**src/rtl/gpr_write_arbiter_pkg.sv**
```systemverilog
// Shared types for the GPR write-port arbiter: register/data vectors and the
// write-request record that travels through the result buffer and the port mux.
package gpr_write_arbiter_pkg;

    typedef logic [4:0]  Vec5;
    typedef logic [31:0] Vec32;

    typedef struct packed {
        logic valid;
        Vec5  dst;
        Vec32 data;
    } GprWriteReq;

    localparam GprWriteReq GPR_WRITE_IDLE = '0;

    // Writes to $0 are architecturally meaningless and never reach the file.
    function automatic logic eff_write(input logic valid, input Vec5 dst);
        return valid && (dst != 5'd0);
    endfunction

endpackage

```
**src/rtl/gpr_write_arbiter_if.sv**
```systemverilog
// Signal bundle between the pipeline (WriteBack, long-latency unit, decode)
// and the GPR write arbiter; the arbiter uses the slave view.
interface gpr_write_arbiter_if;
    import gpr_write_arbiter_pkg::*;

    logic wb_valid;
    Vec5  wb_reg;
    Vec32 wb_data;
    logic lu_valid;
    Vec5  lu_reg;
    Vec32 lu_data;
    logic lu_ready;
    logic gpr_we;
    Vec5  gpr_waddr;
    Vec32 gpr_wdata;
    Vec5  rs_query;
    Vec5  rt_query;
    logic rs_pending;
    logic rt_pending;
    logic pend_busy;
    logic stall_req;

    modport slave (
        input  wb_valid, wb_reg, wb_data, lu_valid, lu_reg, lu_data, rs_query, rt_query,
        output lu_ready, gpr_we, gpr_waddr, gpr_wdata, rs_pending, rt_pending, pend_busy, stall_req
    );

    modport master (
        output wb_valid, wb_reg, wb_data, lu_valid, lu_reg, lu_data, rs_query, rt_query,
        input  lu_ready, gpr_we, gpr_waddr, gpr_wdata, rs_pending, rt_pending, pend_busy, stall_req
    );

endinterface

```
**src/rtl/gpr_write_arbiter_fifo.sv**
```systemverilog
// Circular buffer of long-latency results with per-entry WAW kill and a
// parallel destination match used by the decode scoreboard.
module gpr_wr_fifo
    import gpr_write_arbiter_pkg::*;
#(
    parameter int DEPTH = 2
) (
    input  logic       clock,
    input  logic       reset,
    input  logic       i_enq,
    input  Vec5        i_enq_reg,
    input  Vec32       i_enq_data,
    input  logic       i_deq,
    input  logic       i_kill,
    input  Vec5        i_kill_reg,
    input  Vec5        i_rs_query,
    input  Vec5        i_rt_query,
    output GprWriteReq o_head,
    output logic       o_full,
    output logic       o_empty,
    output logic       o_rs_match,
    output logic       o_rt_match
);
    localparam int PW = (DEPTH > 1) ? $clog2(DEPTH) : 1;
    localparam int CW = $clog2(DEPTH + 1);
    localparam logic [CW-1:0] FULL_CNT = CW'(DEPTH);

    Vec5             r_reg  [DEPTH];
    Vec32            r_data [DEPTH];
    logic [DEPTH-1:0] r_live;
    logic [DEPTH-1:0] w_live_next;
    logic [DEPTH-1:0] w_rs_hit;
    logic [DEPTH-1:0] w_rt_hit;
    logic [PW-1:0]   r_head;
    logic [PW-1:0]   r_tail;
    logic [CW-1:0]   r_count;

    // A live bit means "occupied and not killed", so slots outside the
    // head..tail window can never produce a scoreboard hit.
    generate
        for (genvar gi = 0; gi < DEPTH; gi++) begin : g_entry
            assign w_live_next[gi] =
                (i_enq && r_tail == PW'(gi)) ? 1'b1 :
                (i_deq && r_head == PW'(gi)) ? 1'b0 :
                (i_kill && r_reg[gi] == i_kill_reg) ? 1'b0 : r_live[gi];
            assign w_rs_hit[gi] = r_live[gi] && (r_reg[gi] == i_rs_query);
            assign w_rt_hit[gi] = r_live[gi] && (r_reg[gi] == i_rt_query);
        end
    endgenerate

    always_ff @(posedge clock) begin
        if (!reset) begin
            r_head  <= '0;
            r_tail  <= '0;
            r_count <= '0;
            r_live  <= '0;
        end else begin
            r_live <= w_live_next;
            if (i_enq) r_tail <= r_tail + 1'b1;
            if (i_deq) r_head <= r_head + 1'b1;
            case ({i_enq, i_deq})
                2'b10:   r_count <= r_count + 1'b1;
                2'b01:   r_count <= r_count - 1'b1;
                default: r_count <= r_count;
            endcase
        end
    end

    always_ff @(posedge clock) begin
        if (i_enq) begin
            r_reg[r_tail]  <= i_enq_reg;
            r_data[r_tail] <= i_enq_data;
        end
    end

    assign o_head     = '{valid: r_live[r_head], dst: r_reg[r_head], data: r_data[r_head]};
    assign o_full     = (r_count == FULL_CNT);
    assign o_empty    = (r_count == '0);
    assign o_rs_match = (i_rs_query != 5'd0) && (|w_rs_hit);
    assign o_rt_match = (i_rt_query != 5'd0) && (|w_rt_hit);

endmodule

```
**src/rtl/gpr_write_arbiter.sv**
```systemverilog
// Shares the register-file write port between WriteBack (always wins) and a
// buffered long-latency unit; also drives the pending scoreboard and bubble request.
module gpr_write_arbiter
    import gpr_write_arbiter_pkg::*;
#(
    parameter int DEPTH        = 2,
    parameter int STARVE_LIMIT = 4
) (
    input logic           clock,
    input logic           reset,
    gpr_write_arbiter_if.slave bus
);
    localparam int SW = $clog2(STARVE_LIMIT + 1);
    localparam logic [SW-1:0] STARVE_MAX = SW'(STARVE_LIMIT);

    logic       w_full;
    logic       w_empty;
    logic       w_rs_match;
    logic       w_rt_match;
    GprWriteReq w_head;
    GprWriteReq w_port;
    logic       w_wb_eff;
    logic       w_lu_ready;
    logic       w_lu_keep;
    logic       w_bypass;
    logic       w_enq;
    logic       w_deq;
    logic       w_kill;
    logic [SW-1:0] r_starve_cnt;

    assign w_wb_eff   = eff_write(bus.wb_valid, bus.wb_reg);
    assign w_lu_ready = reset && !w_full;
    // A result aimed at $0, or at the register WriteBack overwrites now, is stale on arrival.
    assign w_lu_keep  = bus.lu_valid && w_lu_ready && (bus.lu_reg != 5'd0)
                        && !(w_wb_eff && bus.lu_reg == bus.wb_reg);
    assign w_bypass   = w_lu_keep && !w_wb_eff && w_empty;
    assign w_enq      = w_lu_keep && !w_bypass;
    assign w_deq      = reset && !w_wb_eff && !w_empty;
    assign w_kill     = reset && w_wb_eff;

    gpr_wr_fifo #(.DEPTH(DEPTH)) u_fifo (
        .clock      (clock),
        .reset      (reset),
        .i_enq      (w_enq),
        .i_enq_reg  (bus.lu_reg),
        .i_enq_data (bus.lu_data),
        .i_deq      (w_deq),
        .i_kill     (w_kill),
        .i_kill_reg (bus.wb_reg),
        .i_rs_query (bus.rs_query),
        .i_rt_query (bus.rt_query),
        .o_head     (w_head),
        .o_full     (w_full),
        .o_empty    (w_empty),
        .o_rs_match (w_rs_match),
        .o_rt_match (w_rt_match)
    );

    // A killed head still takes the port for one cycle, but writes nothing.
    always_comb begin
        w_port = GPR_WRITE_IDLE;
        if (!reset) begin
            w_port = GPR_WRITE_IDLE;
        end else if (w_wb_eff) begin
            w_port = '{valid: 1'b1, dst: bus.wb_reg, data: bus.wb_data};
        end else if (!w_empty) begin
            if (w_head.valid) w_port = w_head;
        end else if (w_bypass) begin
            w_port = '{valid: 1'b1, dst: bus.lu_reg, data: bus.lu_data};
        end
    end

    // Non-empty without a dequeue can only mean WriteBack held the port.
    always_ff @(posedge clock) begin
        if (!reset) begin
            r_starve_cnt <= '0;
        end else if (w_deq || w_empty) begin
            r_starve_cnt <= '0;
        end else if (r_starve_cnt != STARVE_MAX) begin
            r_starve_cnt <= r_starve_cnt + 1'b1;
        end
    end

    assign bus.lu_ready   = w_lu_ready;
    assign bus.gpr_we     = w_port.valid;
    assign bus.gpr_waddr  = w_port.dst;
    assign bus.gpr_wdata  = w_port.data;
    assign bus.rs_pending = reset && w_rs_match;
    assign bus.rt_pending = reset && w_rt_match;
    assign bus.pend_busy  = reset && !w_empty;
    assign bus.stall_req  = reset && (r_starve_cnt == STARVE_MAX);

endmodule

```
**src/flat_wrapper.sv**
```systemverilog
// flat-port wrapper written by rule: the top's interface ports become plain ports
module gpr_write_arbiter_flat import gpr_write_arbiter_pkg::*;
#(
    parameter int DEPTH        = 2,
    parameter int STARVE_LIMIT = 4
)
  (clock, reset, bus_wb_valid, bus_wb_reg, bus_wb_data, bus_lu_valid, bus_lu_reg, bus_lu_data, bus_rs_query, bus_rt_query, bus_lu_ready, bus_gpr_we, bus_gpr_waddr, bus_gpr_wdata, bus_rs_pending, bus_rt_pending, bus_pend_busy, bus_stall_req);
  gpr_write_arbiter_if bus_i ();
  input logic clock;
  input logic reset;
  input wire logic [$bits(bus_i.wb_valid)-1:0] bus_wb_valid;
  input wire logic [$bits(bus_i.wb_reg)-1:0] bus_wb_reg;
  input wire logic [$bits(bus_i.wb_data)-1:0] bus_wb_data;
  input wire logic [$bits(bus_i.lu_valid)-1:0] bus_lu_valid;
  input wire logic [$bits(bus_i.lu_reg)-1:0] bus_lu_reg;
  input wire logic [$bits(bus_i.lu_data)-1:0] bus_lu_data;
  input wire logic [$bits(bus_i.rs_query)-1:0] bus_rs_query;
  input wire logic [$bits(bus_i.rt_query)-1:0] bus_rt_query;
  output wire logic [$bits(bus_i.lu_ready)-1:0] bus_lu_ready;
  output wire logic [$bits(bus_i.gpr_we)-1:0] bus_gpr_we;
  output wire logic [$bits(bus_i.gpr_waddr)-1:0] bus_gpr_waddr;
  output wire logic [$bits(bus_i.gpr_wdata)-1:0] bus_gpr_wdata;
  output wire logic [$bits(bus_i.rs_pending)-1:0] bus_rs_pending;
  output wire logic [$bits(bus_i.rt_pending)-1:0] bus_rt_pending;
  output wire logic [$bits(bus_i.pend_busy)-1:0] bus_pend_busy;
  output wire logic [$bits(bus_i.stall_req)-1:0] bus_stall_req;
  assign bus_i.wb_valid = bus_wb_valid;
  assign bus_i.wb_reg = bus_wb_reg;
  assign bus_i.wb_data = bus_wb_data;
  assign bus_i.lu_valid = bus_lu_valid;
  assign bus_i.lu_reg = bus_lu_reg;
  assign bus_i.lu_data = bus_lu_data;
  assign bus_i.rs_query = bus_rs_query;
  assign bus_i.rt_query = bus_rt_query;
  assign bus_lu_ready = bus_i.lu_ready;
  assign bus_gpr_we = bus_i.gpr_we;
  assign bus_gpr_waddr = bus_i.gpr_waddr;
  assign bus_gpr_wdata = bus_i.gpr_wdata;
  assign bus_rs_pending = bus_i.rs_pending;
  assign bus_rt_pending = bus_i.rt_pending;
  assign bus_pend_busy = bus_i.pend_busy;
  assign bus_stall_req = bus_i.stall_req;
  gpr_write_arbiter #(.DEPTH(DEPTH), .STARVE_LIMIT(STARVE_LIMIT)) u_core (.clock(clock), .reset(reset), .bus(bus_i));
endmodule
```
**config.mk**
```make
export PLATFORM = sky130hd
export DESIGN_NAME = gpr_write_arbiter_flat
export DESIGN_NICKNAME = d
export VERILOG_FILES = /design/src/rtl/gpr_write_arbiter_pkg.sv /design/src/rtl/gpr_write_arbiter_if.sv /design/src/rtl/gpr_write_arbiter_fifo.sv /design/src/rtl/gpr_write_arbiter.sv /design/src/flat_wrapper.sv
export SDC_FILE = /design/constraint.sdc
export NUM_CORES = 1
export LEC_CHECK = 0
export CORE_MARGIN = 2
export CORE_UTILIZATION = 35
export DETAILED_ROUTE_END_ITERATION = 10
export PLACE_DENSITY = 0.65
export SYNTH_ARGS = -nofsm -noshare
export SYNTH_HDL_FRONTEND = slang
export SYNTH_SLANG_ARGS = --single-unit
```
**constraint.sdc**
```tcl
create_clock -name clock -period 5.4 [get_ports clock]
set_clock_uncertainty 0.1 [all_clocks]
set_input_delay 1.08 -clock clock [delete_from_list [all_inputs] [get_ports clock]]
set_output_delay 1.08 -clock clock [all_outputs]
set_load 0.02 [all_outputs]
```
==> results.yml <==
outcome:
  outcome: "completed"
worst_hold_path:
  hold_class: "flip-flop to flip-flop"
  hold-path-endpoint: "u_core.u_fifo.r_count[1]"
  holdPathStages: 2
  hp-start: "u_core.u_fifo.r_count[1]"
synthesis:
  synth_common_cells: "74 x edfxtp_1, 39 x mux2i_1, 36 x o21ai_1, 24 x xor2_1, 20 x a22oi_2"
  synth_mux_area_share_pct: 9.47
  synth_edf_count: 74
  syn_inst: 325
  synth.distinct_cells: 33
  yosysTopAreaCell: "edfxtp_1"
  postSynth.asyncResetShare_pct: 0
  synthesis.area_sq_um: 4240
  synthTopCellsByArea: "edfxtp_1 52%, mux2i_1 9.2%, a22oi_2 5.9%"
  synth_compound_area_share_pct: 15.8
  synth.top_cell.area_share_pct: 52.4
  synth_nets: 418
  synth_xor_area_share_pct: 7.85
  synthFlopType: "edfxtp_1"
  synthAdderAreaFrac_pct: 1.47
  synth_area_per_cell_sq_um: 13.1
  yosys.area_share.simple_pct: 5.81
  synth_top_family_by_area: "compound AO/OA/AOI/OAI gates"
  yosysSeqAreaShare_pct: 57.1
  yosys_warnings: 0
  yosys.cell_count.top_type: "edfxtp_1"
  synth-seq-cells: 84
worst_setup_path:
  reg2reg_slack_ns: 3.01
  critPathKind: "input port to output pin"
  r2r_end: "u_core.u_fifo.r_count[1]"
  worst-endpoint-arrival_ns: 3.86
  critPathMaxFanout: 21
  r2r_cells: 6
  cp-end-kind: "output pin"
  start_kind: "input port"
  crit_required_ns: 4.22
  r2r-start: "u_core.u_fifo.r_count[0]"
timing:
  finalSetupViolCount: 0
  fin_tns_setup_ns: 0
  setup_ws_ns: 0.364
  period_minus_slack_ns: 5.04
  max_clock_freq_mhz: 199
  worst_pin_slew_ns: 0.751
  slew_violations: 0
  slew-limit-headroom_pct: 49.9
  post-route-period-util_pct: 93.3
  hold_viol: 0
  rsz0062_at_grt: "no"
placement:
  hpwl_mm: 7.86
  gp_congestion: 0.829
  place_ws_ns: 0.346
  dp_cells: 599
  port_buffers: 130
  dpl_cell_area_sq_um: 5780
grt:
  grt_first_pass_wirelength_mm: 16.7
  grt_use_total_pct: 16.8
  grt_pass1_vias: 3182
  grt_util_met3_pct: 4.92
  use_met2_pct: 26.8
  grt_max_degree: 23
  top_usage_layer: "met2"
  grtUsageMet1_pct: 22.4
  gr-total-overflow: 0
  antenna_found_initial: 0
routing:
  wl_per_cell_um: 17.4
  detail-route-antenna-nets: 0
  num_vias: 3161
  drtPass1Iterations: 4
  vias_per_cell: 5.14
  drc_errors: 0
  wl_mm: 10.7
  drt_iter0_drc: 155
clock_network:
  postCtsHoldBufs: 0
  cts.path.max_buffers: 2
  cts_resized: 0
  cts_tree: "yes"
  clkSinkCount: 84
  numCtsBuffers: 9
  cts_setup_buffers: 0
  cts.reportedPaths.clkPinSlew_ns: 0.06
  htreeDepth: 3
  cts-root-buf: "clkbuf_16"
  clock_latency_ns: 0.33
finish:
  fillers: 1051
  nets: 556
  largest_reg_flops: 64
  antenna_cells: 0
  final_cells: 615
  stdcell_area_sq_um: 6120
  drive_gt1_share_pct: 12.6
  area_growth_pct: 44.4
floorplanning:
  die_x_um: 114
  die_height_um: 114
  rows: 40
  core_area_sq_um: 11900
  design.portCount: 131
  start_util_pct: 35.6
  dieArea_sq_um: 13000
pwr:
  powerDensity_nw_per_um2: 286
  finalPower_mw: 1.75
  irDropWorstVdd_v: 0.000157
  leakage_nw: 1.96
flow_run:
  max_cap_viol_count: 0
## placed cells by master (no fill, tap or decap), types with 2 or more instances in the layout
cell	count
edfxtp_1	74
nor4_1	6
o21ai_0	8
nor2_1	9
clkbuf_16	9
o21ai_1	36
a22oi_1	16
bufinv_16	3
mux2i_1	39
clkinv_2	3
or4_1	3
a21oi_1	5
xor2_1	24
buf_4	10
buf_12	2
ha_1	5
xnor2_1	14
nor2_4	3
clkdlybuf4s50_1	130
o32ai_1	2
nand2_1	5
dfxtp_1	9
nand3_1	9
a22oi_2	20
nor3_1	5
inv_1	6
## worst max-delay path, stage by stage
cell and delay [ns]:
clkdlybuf4s50_1 0.53, or4_4 0.54, o21a_2 0.26, nor4_4 0.23, buf_4 0.34, a22oi_1 0.11, o21ai_1 0.11, clkdlybuf4s50_1 0.63
## metrics by stage
step                      hold slack [ns]  utilization, %
after floorplan                     0.348               -
after global placement              0.394            48.6
after detailed placement            0.403            48.6
after CTS                           0.411            51.4
after global routing                0.421            51.4
final                               0.413            51.4
## how the worst max path moves through the flow
stage / from / endpoint / slack, ns / cells after the start
finish: bus_wb_reg[2] / bus_gpr_waddr[0] / 0.36 / 8
floorplan: bus_wb_reg[0] / u_core.u_fifo.r_data[0][0] / 1.23 / 4
global route: bus_wb_reg[2] / bus_gpr_waddr[1] / 0.20 / 8
CTS: bus_wb_reg[2] / bus_gpr_waddr[3] / 0.33 / 8
global placement: bus_wb_reg[2] / bus_gpr_waddr[3] / 0.39 / 8
detailed placement: bus_wb_reg[2] / bus_gpr_waddr[3] / 0.35 / 8
## cells by family (layout without fill, tap and decap cells)
| family | Yosys count | after routing |
|---|---|---|
| AOI/OAI and AO/OA | 91 | 91 |
| xor gates and xnor gates | 38 | 38 |
| adders and majority gates | 5 | 5 |
| buffers and inverters | 22 | 165 |
| DFF | 84 | 84 |
| muxes | 40 | 40 |
| and+or+nand+nor | 45 | 45 |
## cell type report
class	instances	area (sq um)	share of cell area, %
tap	147	184	3.00
sequential	84	2420	39.6
multi-input combinational	219	1730	28.3
clock inverter	7	114	1.86
inverter	7	26.3	0.429
timing repair buffer	142	1420	23.1
clock buffer	9	225	3.68
## report_power, final
part	switching (mW)	internal, mW
Sequential	0.0218	0.737
Combinational	0.150	0.160
Clock	0.235	0.451
## routing by layer
metal / up-vias / wire length, um
li1: 1532 / -
met1: 1488 / 4810
met2: 128 / 5030
met3: 13 / 690
met4: 0 / 174
met5: - / 0
(Power assumes the default switching activity.)
